`src/rtl/spi_frame_pkg.sv`:
```
// spi_frame_pkg: op encodings, frame geometry and FSM states for the SPI frame master
package spi_frame_pkg;
  localparam int FRAME_W = 10;
  localparam int DATA_W = 8;
  localparam logic [1:0] OP_WR_ADDR = 2'b00;
  localparam logic [1:0] OP_WR_DATA = 2'b01;
  localparam logic [1:0] OP_RD_ADDR = 2'b10;
  localparam logic [1:0] OP_RD_DATA = 2'b11;
  typedef enum logic [2:0] {IDLE, LEAD, SHIFT, WAIT, CAPTURE, GAP} state_e;
  function automatic int max4(input int a, input int b, input int c, input int d);
    int m;
    m = a > b ? a : b;
    m = m > c ? m : c;
    return m > d ? m : d;
  endfunction
endpackage

```
`src/rtl/spi_frame_master.sv`:
```
// spi_frame_master: host-side SPI master sending {op,payload} frames and capturing RD_DATA bytes; SPI_FRAME_MASTER_STATS_EN adds wr_cnt/rd_cnt
module spi_frame_master
  import spi_frame_pkg::*;
#(
  parameter int LEAD_CYC = 2,
  parameter int RD_WAIT = 1,
  parameter int GAP_CYC = 1,
  parameter int CNT_W = 16
) (
  input  logic              clk,
  input  logic              rst_n,
  input  logic              cmd_valid,
  output logic              cmd_ready,
  input  logic [1:0]        cmd_op,
  input  logic [DATA_W-1:0] cmd_payload,
  output logic              ss_n,
  output logic              mosi,
  input  logic              miso,
  output logic [DATA_W-1:0] rd_data,
  output logic              rd_valid,
  output logic              done,
`ifdef SPI_FRAME_MASTER_STATS_EN
  output logic [CNT_W-1:0]  wr_cnt,
  output logic [CNT_W-1:0]  rd_cnt,
`endif
  output logic              busy
);
  localparam int CW = $clog2(max4(LEAD_CYC, RD_WAIT, GAP_CYC, FRAME_W) + 1);
  state_e state_q, state_d, after_idle, after_shift, after_cap;
  logic [CW-1:0] cnt_q, cnt_d;
  logic [1:0] op_q, op_d;
  logic [FRAME_W-1:0] tx_q, tx_d;
  logic [DATA_W-1:0] rx_q, rx_d, rd_data_q, rd_data_d;
  logic ss_n_q, ss_n_d, mosi_q, mosi_d, rd_valid_q, rd_valid_d, last;
  always_comb begin
    after_idle = LEAD_CYC > 0 ? LEAD : SHIFT;
    after_cap = GAP_CYC > 0 ? GAP : IDLE;
    after_shift = op_q != OP_RD_DATA ? after_cap : RD_WAIT > 0 ? WAIT : CAPTURE;
    last = state_q == LEAD ? cnt_q == CW'(LEAD_CYC - 1) :
           state_q == SHIFT ? cnt_q == CW'(FRAME_W - 1) :
           state_q == WAIT ? cnt_q == CW'(RD_WAIT - 1) :
           state_q == CAPTURE ? cnt_q == CW'(DATA_W - 1) :
           state_q == GAP ? cnt_q == CW'(GAP_CYC - 1) : 1'b0;
    state_d = state_q;
    cnt_d = (last || state_q == IDLE) ? '0 : cnt_q + 1'b1;
    op_d = op_q;
    tx_d = state_q == SHIFT ? tx_q << 1 : tx_q;
    rx_d = state_q == CAPTURE ? {rx_q[DATA_W-2:0], miso} : rx_q;
    rd_valid_d = state_q == CAPTURE && last;
    rd_data_d = rd_valid_d ? rx_d : rd_data_q;
    if (state_q == IDLE && cmd_valid) begin
      state_d = after_idle;
      op_d = cmd_op;
      tx_d = {cmd_op, cmd_payload};
    end else if (last) begin
      state_d = state_q == LEAD ? SHIFT :
                state_q == SHIFT ? after_shift :
                state_q == WAIT ? CAPTURE :
                state_q == CAPTURE ? after_cap : IDLE;
    end
    ss_n_d = state_d inside {IDLE, GAP};
    mosi_d = (state_d == LEAD || state_d == SHIFT) && tx_d[FRAME_W-1];
  end
  always_ff @(posedge clk or negedge rst_n) begin
    if (!rst_n) begin
      state_q <= IDLE;
      cnt_q <= '0;
      op_q <= '0;
      tx_q <= '0;
      rx_q <= '0;
      rd_data_q <= '0;
      rd_valid_q <= 1'b0;
      ss_n_q <= 1'b1;
      mosi_q <= 1'b0;
    end else begin
      state_q <= state_d;
      cnt_q <= cnt_d;
      op_q <= op_d;
      tx_q <= tx_d;
      rx_q <= rx_d;
      rd_data_q <= rd_data_d;
      rd_valid_q <= rd_valid_d;
      ss_n_q <= ss_n_d;
      mosi_q <= mosi_d;
    end
  end
`ifdef SPI_FRAME_MASTER_STATS_EN
  logic [CNT_W-1:0] wr_cnt_q, rd_cnt_q;
  always_ff @(posedge clk or negedge rst_n) begin
    if (!rst_n) begin
      wr_cnt_q <= '0;
      rd_cnt_q <= '0;
    end else if (done) begin
      if (!op_q[1] && !(&wr_cnt_q)) wr_cnt_q <= wr_cnt_q + 1'b1;
      if (op_q[1] && !(&rd_cnt_q)) rd_cnt_q <= rd_cnt_q + 1'b1;
    end
  end
  assign wr_cnt = wr_cnt_q;
  assign rd_cnt = rd_cnt_q;
`endif
  assign done = state_q != IDLE && state_d == IDLE;
  assign cmd_ready = state_q == IDLE;
  assign busy = state_q != IDLE;
  assign ss_n = ss_n_q;
  assign mosi = mosi_q;
  assign rd_data = rd_data_q;
  assign rd_valid = rd_valid_q;
endmodule

```
`config.mk`:
```
export PLATFORM = sky130hd
export DESIGN_NAME = spi_frame_master
export DESIGN_NICKNAME = d
export VERILOG_FILES = /design/src/rtl/spi_frame_pkg.sv /design/src/rtl/spi_frame_master.sv
export SDC_FILE = /design/constraint.sdc
export NUM_CORES = 1
export LEC_CHECK = 0
export BUFFER_PORTS_ARGS = -buffer_cell sky130_fd_sc_hd__buf_4
export CAP_MARGIN = 5
export CORE_MARGIN = 2
export CORE_UTILIZATION = 49
export CTS_BUF_LIST = sky130_fd_sc_hd__clkbuf_16
export DETAILED_ROUTE_END_ITERATION = 12
export PLACE_DENSITY = 0.74
export SLEW_MARGIN = 10
export SYNTH_ARGS = -nofsm -noshare
export SYNTH_HDL_FRONTEND = slang
export SYNTH_SLANG_ARGS = --single-unit
export TNS_END_PERCENT = 1
```
`constraint.sdc`:
```
create_clock -name clk -period 2.1 [get_ports clk]
set_input_delay 0.105 -clock clk [delete_from_list [all_inputs] [get_ports clk]]
set_output_delay 0.105 -clock clk [all_outputs]
set_load 0.01 [all_outputs]
```
==> flow_summary.yaml <==
outcome:
  status: "complete, no violations"
grt:
  grt_pass1_wl_microns: 5950
  gr-usage-all-layers_pct: 19.1
  antenna_found_initial: 0
  overflow: 0
  grt_max_degree: 38
  first_global_vias: 1299
sta:
  grt_setup_unrepaired: "false"
  slew_headroom_pct: 69.2
  setup_viol: 0
  slew_violations: 0
  max_freq_mhz: 507
  period_needed_ps: 1970
  setup_slack_ps: 129
  min_period_over_period_pct: 93.9
  finClkSkew_ps: 2.88
  setup_tns_ps: 0
  hold_viol_final: 0
  worst_pin_slew_ps: 463
clock_tree:
  insertion_delay_ps: 280
  tritoncts: "yes"
  numCtsBuffers: 5
  cts-root-buf: "clkbuf_16"
  cts_htree_levels: 2
  numClockSinks: 37
  clkTransAtPathRegs_ps: 50
  cts_buffer_depth: 2
drt:
  firstDrtPassIters: 4
  drtIter0Drc: 31
  drtAntennaViolNets: 0
  vias_per_cell: 5.32
  postRouteWirelength_microns: 3380
  route.detailed.drc: 0
  avgRoutedWirePerCell_microns: 14.3
  vias: 1255
finish:
  antennaDiodeCount: 0
  fin_util_pct: 65.5
  area_growth_pct: 27.7
  nets: 206
  layout_common_cells: "buf_4, dfrtp_1, nand2_1"
  fillers: 271
  final_common_cell: "buf_4"
  drive_gt1_share_pct: 36.8
  final_cell_area_sq_mm: 0.00219
  seq_area_sq_um: 927
  multi_input_area_sq_um: 746
pwr:
  power.density_mw_per_mm2: 1380
  p_leak_nw: 1.08
  ir_worst_vdd_mv: 0.901
  p_total_w: 0.00301
synthesis:
  synth_cell_type_count: 41
  synth_top_cell_area_share_pct: 52.6
  async_reset_ff_share_pct: 100
  synth_xor_area_share_pct: 1.02
  muxShareOfSynthArea_pct: 11.6
  synth-simple-area-share_pct: 16.0
  synth_area_leader_cell: "dfrtp_1"
  syn_nets: 167
  synth_top_family_by_area: "simple AND/OR/NAND/NOR gates"
  syn_avg_cell_area_sq_um: 11.4
  ys_seq_area_share_pct: 54.1
  synth-edff-count: 0
  synth_area_sq_mm: 0.00171
  synth-seq-cells: 37
  synthAdderAreaFrac_pct: 2.19
  synthCells: 150
  ys_warn_count: 0
  yosys_most_used_dff: "dfrtp_1"
  synth_compound_area_share_pct: 11.7
  ys_top_cells_by_area: "dfrtp_1, mux2_2, nand2_1, a22oi_1, o21ai_0"
worst_setup_path:
  startpoint_type: "flip-flop"
  cp_max_fo: 5
  cp.arrival_ps: 2140
  worstSetupPathType: "flip-flop to flip-flop"
  cp-end-kind: "flip-flop"
  cp.required_ps: 2270
floorplan:
  core_area_sq_mm: 0.00334
  die_h_microns: 63.1
  fp-row-count: 21
  start_util_pct: 51.3
  ios: 28
  dieArea_sq_mm: 0.00398
  die_w_microns: 63.1
hold_path:
  hp-class: "input port to flip-flop"
flow_run:
  maxCapViolCount: 0
placed_design:
  numPortBuffers: 27
  gp_congestion: 0.900
  dp_hpwl_microns: 2360
  post-place-ws_ps: -13.9
  dpl-instance-area_sq_mm: 0.00200
final cells by class:
type                    count  share of cell area [%]
inverters                   8                    1.37
clock inverters             3                   0.629
well taps                  46                    2.63
clock buffers               5                    5.72
multi-input cells          99                    34.1
repair buffers             38                    13.2
flip-flops and latches     37                    42.4
power by group:
part	switching (W)	total [W]	internal [W]	leakage [nW]
logic	0.000575	0.00115	0.000578	0.523
clock network	0.000267	0.000697	0.000430	0.0748
registers	0.000204	0.00116	0.000960	0.480
per-stage QoR:
step | hold WS [ps] | instances
finish | 36.2 | 236
global route | 52.1 | 236
CTS | 41.6 | 234
detailed placement | 86.7 | 224
global placement | 77.1 | 224
floorplan | -191 | 150
layer usage:
layer | GRT usage, % | share of wire (%) | vias to the layer above
met3 | 5.00 | 4.1 | 5
met1 | 25.0 | 45 | 612
met4 | 7.78 | 1.5 | 0
li1 | - | - | 611
met5 | 0 | 0 | -
met2 | 30.3 | 50 | 27
cell families after synthesis:
kind of cell               count (synthesis)
and+or+nand+nor                           48
DFF                                       37
AOI/OAI and AO/OA                         28
muxes                                     18
buffers and inverters                     14
adders and majority gates                  3
xor gates and xnor gates                   2
critical path, stage by stage (launching register included):
cell       delay (ps)
dfrtp_1           410
inv_1              70
ha_1              150
or3b_4            400
a221oi_2          300
o2bb2ai_2         120
a31o_1            240
o21a_1            170
cell usage after synthesis (2+ instances only):
| master | instances |
|---|---|
| a22oi_1 | 6 |
| a31oi_1 | 3 |
| and3_1 | 2 |
| and4b_1 | 2 |
| clkbuf_1 | 4 |
| dfrtp_1 | 36 |
| ha_1 | 3 |
| inv_1 | 8 |
| mux2_2 | 15 |
| mux2i_1 | 3 |
| nand2_1 | 21 |
| nand2b_1 | 2 |
| nand3_1 | 2 |
| nor2_1 | 6 |
| nor3b_1 | 2 |
| o21ai_0 | 8 |
| or3_1 | 2 |
| or3b_2 | 2 |
final timing paths:
kind                                startpoint             endpoint  slack [ps]  cells after the start
max                         cnt_q[0]$_DFF_PN0_       mosi$_DFF_PN0_         130                      7
min                             cmd_payload[7]  tx_q[7]$_DFFE_PN0P_          40                      3
max reg2reg                 cnt_q[0]$_DFF_PN0_       mosi$_DFF_PN0_         130                      7
min reg2reg                tx_q[5]$_DFFE_PN0P_  tx_q[5]$_DFFE_PN0P_         480                      2
max in group asynchronous                rst_n       ss_n$_DFF_PN1_        1430                      2
min in group asynchronous                rst_n  tx_q[4]$_DFFE_PN0P_         320                      2
timing repair:
item                       4_1_cts  5_1_grt
buffers inserted                 1        2
pin swaps                        1        4
hold buffers                     1        0
hold endpoints to repair        36        0
gates resized for setup          0        6
setup endpoints to repair        1        2
registers in the layout, summed over array words and instances, names as in the netlist:
register / count
tx_q: 10
rd_data: 8
rx_q: 7
cnt_q: 4
state_q: 3
op_q: 2
mosi: 1
rd_valid: 1
ss_n: 1
Note: power is estimated with default switching activity, not from simulation.
